File: src/rtl/issue_ctrl_pkg.sv
// Shared definitions for the issue controller: opcode constants, write-scope
// encodings and the issue FSM state type.
package issue_ctrl_pkg;

  localparam logic [5:0] OPCODE_NOP   = 6'h00;
  localparam logic [5:0] OPCODE_ADDU  = 6'h01;
  localparam logic [5:0] OPCODE_ADDUI = 6'h02;
  localparam logic [5:0] OPCODE_MOVIL = 6'h03;
  localparam logic [5:0] OPCODE_MOVIH = 6'h04;
  localparam logic [5:0] OPCODE_ST    = 6'h05;
  localparam logic [5:0] OPCODE_HALT  = 6'h3F;

  localparam logic [1:0] SCOPE_NONE = 2'b00;
  localparam logic [1:0] SCOPE_LO   = 2'b01;
  localparam logic [1:0] SCOPE_HI   = 2'b10;
  localparam logic [1:0] SCOPE_WORD = 2'b11;

  typedef enum logic [1:0] {
    ISSUE_RUN    = 2'd0,
    ISSUE_DRAIN  = 2'd1,
    ISSUE_HALTED = 2'd2
  } issue_state_e;

endpackage

File: src/rtl/issue_ctrl_scoreboard.sv
// Per-register, per-half pending-write scoreboard with an in-flight write
// counter and a sticky error flag for writebacks that match nothing pending.
module issue_ctrl_scoreboard
  import issue_ctrl_pkg::*;
#(
  parameter int NREG         = 16,
  parameter int RI_W         = 4,
  parameter int MAX_INFLIGHT = 4
) (
  input  logic              clk,
  input  logic              rst_n,
  input  logic [RI_W-1:0]   op1_ri,
  input  logic [RI_W-1:0]   op2_ri,
  input  logic [RI_W-1:0]   wr_ri,
  output logic [1:0]        op1_busy,
  output logic [1:0]        op2_busy,
  output logic [1:0]        wr_busy,
  input  logic              set_valid,
  input  logic [RI_W-1:0]   set_ri,
  input  logic [1:0]        set_scope,
  input  logic              clr_valid,
  input  logic [RI_W-1:0]   clr_ri,
  input  logic [1:0]        clr_scope,
  output logic [2*NREG-1:0] busy_mask,
  output logic [3:0]        inflight,
  output logic              full,
  output logic              empty,
  output logic              wb_err
);

  logic [2*NREG-1:0] busy_q, busy_d;
  logic [3:0]        inflight_q, inflight_d;
  logic              wb_err_q, wb_err_d;
  logic              set_en, clr_en, bad_wb;

  function automatic logic [1:0] halves(input logic [2*NREG-1:0] mask,
                                        input logic [RI_W-1:0]   ri);
    halves = 2'b00;
    for (int r = 0; r < NREG; r++)
      if (ri == RI_W'(r)) halves = mask[2*r +: 2];
  endfunction

  function automatic logic [2*NREG-1:0] place(input logic [RI_W-1:0] ri,
                                              input logic [1:0]      scope);
    place = '0;
    for (int r = 0; r < NREG; r++)
      if (ri == RI_W'(r)) place[2*r +: 2] = scope;
  endfunction

  always_comb begin
    op1_busy = halves(busy_q, op1_ri);
    op2_busy = halves(busy_q, op2_ri);
    wr_busy  = halves(busy_q, wr_ri);
  end

  // Clear before set, so a same-cycle issue to a retiring half leaves it busy.
  always_comb begin
    set_en   = set_valid && (set_scope != SCOPE_NONE);
    clr_en   = clr_valid && (clr_scope != SCOPE_NONE);
    busy_d   = busy_q;
    if (clr_en) busy_d = busy_d & ~place(clr_ri, clr_scope);
    if (set_en) busy_d = busy_d | place(set_ri, set_scope);
    bad_wb   = clr_en && (((halves(busy_q, clr_ri) & clr_scope) != clr_scope) ||
                          (inflight_q == 4'd0));
    wb_err_d = wb_err_q | bad_wb;
    inflight_d = inflight_q;
    if (set_en && !clr_en)
      inflight_d = inflight_q + 4'd1;
    else if (clr_en && !set_en && (inflight_q != 4'd0))
      inflight_d = inflight_q - 4'd1;
  end

  always_ff @(posedge clk or negedge rst_n) begin
    if (!rst_n) begin
      busy_q     <= '0;
      inflight_q <= 4'd0;
      wb_err_q   <= 1'b0;
    end else begin
      busy_q     <= busy_d;
      inflight_q <= inflight_d;
      wb_err_q   <= wb_err_d;
    end
  end

  assign busy_mask = busy_q;
  assign inflight  = inflight_q;
  assign wb_err    = wb_err_q;
  assign full      = (inflight_q == 4'(MAX_INFLIGHT));
  assign empty     = (inflight_q == 4'd0) && (busy_q == '0);

endmodule

File: src/rtl/issue_ctrl.sv
// Issue/hazard controller between decode and execute: stalls on RAW, WAW and
// in-flight limit, and sequences HALT through a drain into a parked state.
module issue_ctrl
  import issue_ctrl_pkg::*;
#(
  parameter int NREG         = 16,
  parameter int RI_W         = 4,
  parameter int MAX_INFLIGHT = 4
) (
  input  logic              clk,
  input  logic              rst_n,
  input  logic              dec_valid,
  output logic              dec_ready,
  input  logic [5:0]        dec_opcode,
  input  logic [RI_W-1:0]   dec_op1_ri,
  input  logic              dec_re1,
  input  logic [RI_W-1:0]   dec_op2_ri,
  input  logic              dec_re2,
  input  logic [RI_W-1:0]   dec_wr_ri,
  input  logic [1:0]        dec_wr_scope,
  input  logic              dec_wre,
  input  logic              dec_pc_halt,
  output logic              exe_valid,
  input  logic              exe_ready,
  input  logic              wb_valid,
  input  logic [RI_W-1:0]   wb_ri,
  input  logic [1:0]        wb_scope,
  input  logic              resume,
  output logic              pc_stall,
  output logic              halted,
  output logic [3:0]        inflight,
  output logic [2*NREG-1:0] busy_mask,
  output logic              wb_err
);

  issue_state_e state_q, state_d;
  logic [1:0]   op1_busy, op2_busy, wr_busy;
  logic         sb_full, sb_empty;
  logic         hazard, can_issue, issue;
  // The opcode travels to execute on its own path; HALT is flagged by dec_pc_halt.
  logic         unused_opcode;

  assign unused_opcode = ^dec_opcode;

  issue_ctrl_scoreboard #(
    .NREG(NREG), .RI_W(RI_W), .MAX_INFLIGHT(MAX_INFLIGHT)
  ) u_sb (
    .clk       (clk),
    .rst_n     (rst_n),
    .op1_ri    (dec_op1_ri),
    .op2_ri    (dec_op2_ri),
    .wr_ri     (dec_wr_ri),
    .op1_busy  (op1_busy),
    .op2_busy  (op2_busy),
    .wr_busy   (wr_busy),
    .set_valid (issue && dec_wre),
    .set_ri    (dec_wr_ri),
    .set_scope (dec_wr_scope),
    .clr_valid (wb_valid),
    .clr_ri    (wb_ri),
    .clr_scope (wb_scope),
    .busy_mask (busy_mask),
    .inflight  (inflight),
    .full      (sb_full),
    .empty     (sb_empty),
    .wb_err    (wb_err)
  );

  // Hazards look only at registered scoreboard state; no writeback bypass.
  always_comb begin
    hazard    = (dec_re1 && (op1_busy != 2'b00)) ||
                (dec_re2 && (op2_busy != 2'b00)) ||
                (dec_wre && ((wr_busy & dec_wr_scope) != 2'b00)) ||
                (dec_wre && sb_full);
    can_issue = (state_q == ISSUE_RUN) && dec_valid && !hazard;
  end

  assign exe_valid = can_issue;
  assign dec_ready = can_issue && exe_ready;
  assign issue     = dec_ready;
  assign pc_stall  = (dec_valid && !dec_ready) || (state_q != ISSUE_RUN);
  assign halted    = (state_q == ISSUE_HALTED);

  always_comb begin
    state_d = state_q;
    case (state_q)
      ISSUE_RUN:    if (issue && dec_pc_halt) state_d = ISSUE_DRAIN;
      ISSUE_DRAIN:  if (sb_empty)             state_d = ISSUE_HALTED;
      ISSUE_HALTED: if (resume)               state_d = ISSUE_RUN;
      default:                                state_d = ISSUE_RUN;
    endcase
  end

  always_ff @(posedge clk or negedge rst_n) begin
    if (!rst_n) state_q <= ISSUE_RUN;
    else        state_q <= state_d;
  end

endmodule
File: config.mk
export PLATFORM = sky130hd
export DESIGN_NAME = issue_ctrl
export DESIGN_NICKNAME = d
export VERILOG_FILES = /design/src/rtl/issue_ctrl_pkg.sv /design/src/rtl/issue_ctrl_scoreboard.sv /design/src/rtl/issue_ctrl.sv
export SDC_FILE = /design/constraint.sdc
export NUM_CORES = 1
export LEC_CHECK = 0
export BUFFER_PORTS_ARGS = -buffer_cell sky130_fd_sc_hd__buf_2
export CORE_MARGIN = 5
export CORE_UTILIZATION = 45
export DETAILED_ROUTE_END_ITERATION = 8
export PLACE_DENSITY = 0.78
export SYNTH_ARGS = -nofsm -noshare
export SYNTH_HDL_FRONTEND = slang
export SYNTH_SLANG_ARGS = --single-unit
export TNS_END_PERCENT = 5
File: constraint.sdc
create_clock -name clk -period 3.5 [get_ports clk]
set_clock_uncertainty 0.1 [all_clocks]
set_input_delay 0.175 -clock clk [delete_from_list [all_inputs] [get_ports clk]]
set_output_delay 0.175 -clock clk [all_outputs]
set_load 0.1 [all_outputs]
==> run metrics <==
CTS buffer count=5; post-layout min period=3.393 ns; Post-CTS Setup Inserts=0; Seq/Total Area, Yosys=0.2896; Area Growth Syn to Fin=24.47%; vias per cell=6.623; n_diodes=0; most frequent cells in the layout=buf_2, o21ai_0, o31ai_1; CTS root buffer=clkbuf_8; routed via count=3954; commonest non-fill, non-tap cell in the layout=buf_2; PD cells=546.8 mW/mm^2; total negative setup slack=0 ns; crit path buf inv count=0; Detailed Route WL=12540 microns; core outline area=0.007253 sq mm; initial core utilization=0.4646; Synth Register Bits=39; synthesized area per cell=8.004 sq um; r2r startpoint=u_sb.busy_mask[20]$_DFF_PN0_; Max stage delay on crit path=0.52 ns; DIE AREA=0.009318 sq mm; initial antenna violation count=0; CP required=3.59 ns; Critical Path AT=3.48 ns; peak supply drop=0.2730 mV; Ys Warns=0; worst-path cell chain=nor2_2, nor3_1, a211oi_2, o22ai_1, and3b_2, o2bb2ai_2, or4_4, nand2b_4, ha_4, a21o_1, a21oi_2, and3_1, mux2i_1, xnor2_1; fraction of registers with async set/reset=1.000; DRC viols=0; io pins=77; Reg2Reg Capture Point=u_sb.inflight[3]$_DFFE_PN0P_; RSZ-0062 raised after global routing=yes; detailed router's first-iteration violation count=435; Core Util, Final=0.5782; num rows=31; CTS tree=yes; Slew HR=0.4010; kind of end point of the critical path=flip-flop; H-tree depth=2; Synthesized Nets=460; clk buf depth=2; final-report setup violation count=0; fmax=0.2947 GHz; r2r worst-path depth=14; DP Worst Slack=0.004765 ns; maxcap violations=0; total power=0.002293 W; reg2reg setup slack=0.11 ns; first drt pass iteration count=6; vias in the first global route=3782; global-route wire length before repair=19460 microns; largest net degree at the start of global routing=40; final worst slack=0.1066 ns; Hold EP=state_q[1]$_DFFE_PN0P_; final hold slack=0.06742 ns; Worst path top cell family by delay=simple AND/OR/NAND/NOR gates; crit path max-delay cell type=dfrtp_4; Slew @ Worst Pin=0.8984 ns; CTS Sinks=39; Fin. Hold Viols=0; HPWL Detailed=9357 microns; total track usage=0.2721; worst min-delay path class=primary input to flip-flop; crit-path max FO=5; fin nets=536; Netlist Area Pre-Place=0.003369 sq mm; cell taking the most area after synthesis=dfrtp_1; Yosys top cell area share=0.2896; Hold Path Cell Cnt=3; Reg clk slew, reported paths=0.08 ns; Tcrit/Tclk final=0.9696; antenna-violating nets left=0; ranking of synthesized cells by area=dfrtp_1, o21ai_0, o31ai_1; Post-synth EDFFs=0; chip height=96.53 microns; status=complete, no violations; critical path class=flip-flop to flip-flop; post-synth cell types=65; crit start category=flip-flop; max-slew violations=0; GPL Wtd Cong=0.9801; GRT overflow=0; layout cells sized above 1=0.3353; Port Buffers=70; die width=96.53 microns; Worst Hold Launch=resume; wire per inst=21.00 microns; Mapped Cells=421; Pleak=1.721 nW; top_reg_cell synth=dfrtp_1; clk_lat worst skew=0.30 ns
registers in the layout (all words and copies together) (netlist names):
register,cells
u_sb.inflight,4
state_q,2
u_sb.wb_err,1
u_sb.busy_mask,32
synthesized netlist by cell type, types with 2 or more instances:
cell       instances
nand2_1           29
a211oi_1           4
a32oi_1            2
o22ai_1            8
buf_2              7
nand4_1            6
nor3_1            14
mux4_2             5
o221ai_1           4
ha_1               2
o41ai_1            2
a32o_1             2
o211ai_1           7
nor2_1            30
o2bb2ai_1          2
nor2b_1           11
o32ai_1            3
nand2b_1          11
nand3_1           10
o21ai_0           55
inv_1             16
a22oi_1            2
buf_6              2
and2_1             2
a21oi_1           17
or2_2              5
xnor2_1            2
nor4_1             8
a21o_1             3
o22a_1             2
mux2_2             2
o31ai_1           34
clkbuf_1          21
dfrtp_1           39
or3_1              2
a22o_1             3
mux2i_1           12
a21boi_0           4
and3_1             3
buf_4              3
worst reg2reg max path, delay by kind of cell, from the launching register on:
family	cells	cell delay, ns
AND/OR/NAND/NOR	6	1.44
AO/OA/AOI/OAI	5	0.80
flip-flops	1	0.52
adder cells (fa/ha/maj)	1	0.23
XOR/XNOR	1	0.13
multiplexers	1	0.08
how the worst max path moves through the flow:
stage	from	end	slack, ns	depth (start not counted)
6_report	u_sb.busy_mask[20]$_DFF_PN0_	u_sb.inflight[3]$_DFFE_PN0P_	0.11	14
5_1_grt	u_sb.busy_mask[8]$_DFF_PN0_	u_sb.inflight[3]$_DFFE_PN0P_	-0.04	14
4_1_cts	u_sb.busy_mask[28]$_DFF_PN0_	u_sb.inflight[3]$_DFFE_PN0P_	0.04	14
3_5_place_dp	u_sb.busy_mask[28]$_DFF_PN0_	u_sb.inflight[3]$_DFFE_PN0P_	0.005	14
3_3_place_gp	u_sb.busy_mask[28]$_DFF_PN0_	u_sb.inflight[3]$_DFFE_PN0P_	0.06	14
2_1_floorplan	u_sb.inflight[1]$_DFFE_PN0P_	u_sb.inflight[3]$_DFFE_PN0P_	0.009	12
where the power goes:
group | leakage [nW] | internal (W) | total (W) | switching [W]
clock | 0.0514 | 0.000213 | 0.000380 | 0.000167
combinational | 1.20 | 0.000320 | 0.00125 | 0.000932
sequential | 0.471 | 0.000539 | 0.000662 | 0.000123
total | 1.72 | 0.00107 | 0.00229 | 0.00122
final cells by class:
| class | count | area [sq um] |
|---|---|---|
| inverters | 16 | 60.06 |
| clock buffers | 6 | 72.57 |
| fillers | 706 | 3059 |
| multi-input cells | 333 | 2256 |
| clock inverters | 2 | 37.54 |
| flip-flops and latches | 39 | 1049 |
| repair buffers | 102 | 595.6 |
| well taps | 99 | 123.9 |
kinds of logic after synthesis:
family	after synthesis	synth area share
xor gates and xnor gates	3	0.007799
adders and majority gates	3	0.01337
muxes	20	0.07984
DFF	39	0.2896
and+or+nand+nor	137	0.2046
AOI/OAI and AO/OA	170	0.3398
buffers and inverters	49	0.06498
per-layer routing:
layer / GRT usage / vias to the layer above / wire [microns]
li1: - / 1769 / -
met1: 0.3643 / 1887 / 5127
met2: 0.4402 / 261 / 5783
met3: 0.03950 / 37 / 1265
met4: 0.1121 / 0 / 358
met5: 0 / - / 0
stage by stage:
step | instances | cell area [sq um]
after floorplan | 421 | 3518
after global placement | 587 | 4043
after detailed placement | 587 | 4043
after CTS | 597 | 4178
after global routing | 597 | 4194
final | 597 | 4194
repair_timing:
action | 4_1_cts | 5_1_grt
setup endpoints to repair | 1 | 1
resized for setup | 1 | 4
hold endpoints to repair | 40 | 0
pin swaps | 0 | 2
hold buffers | 2 | 0
No activity file was read; power rests on OpenSTA's default activity.
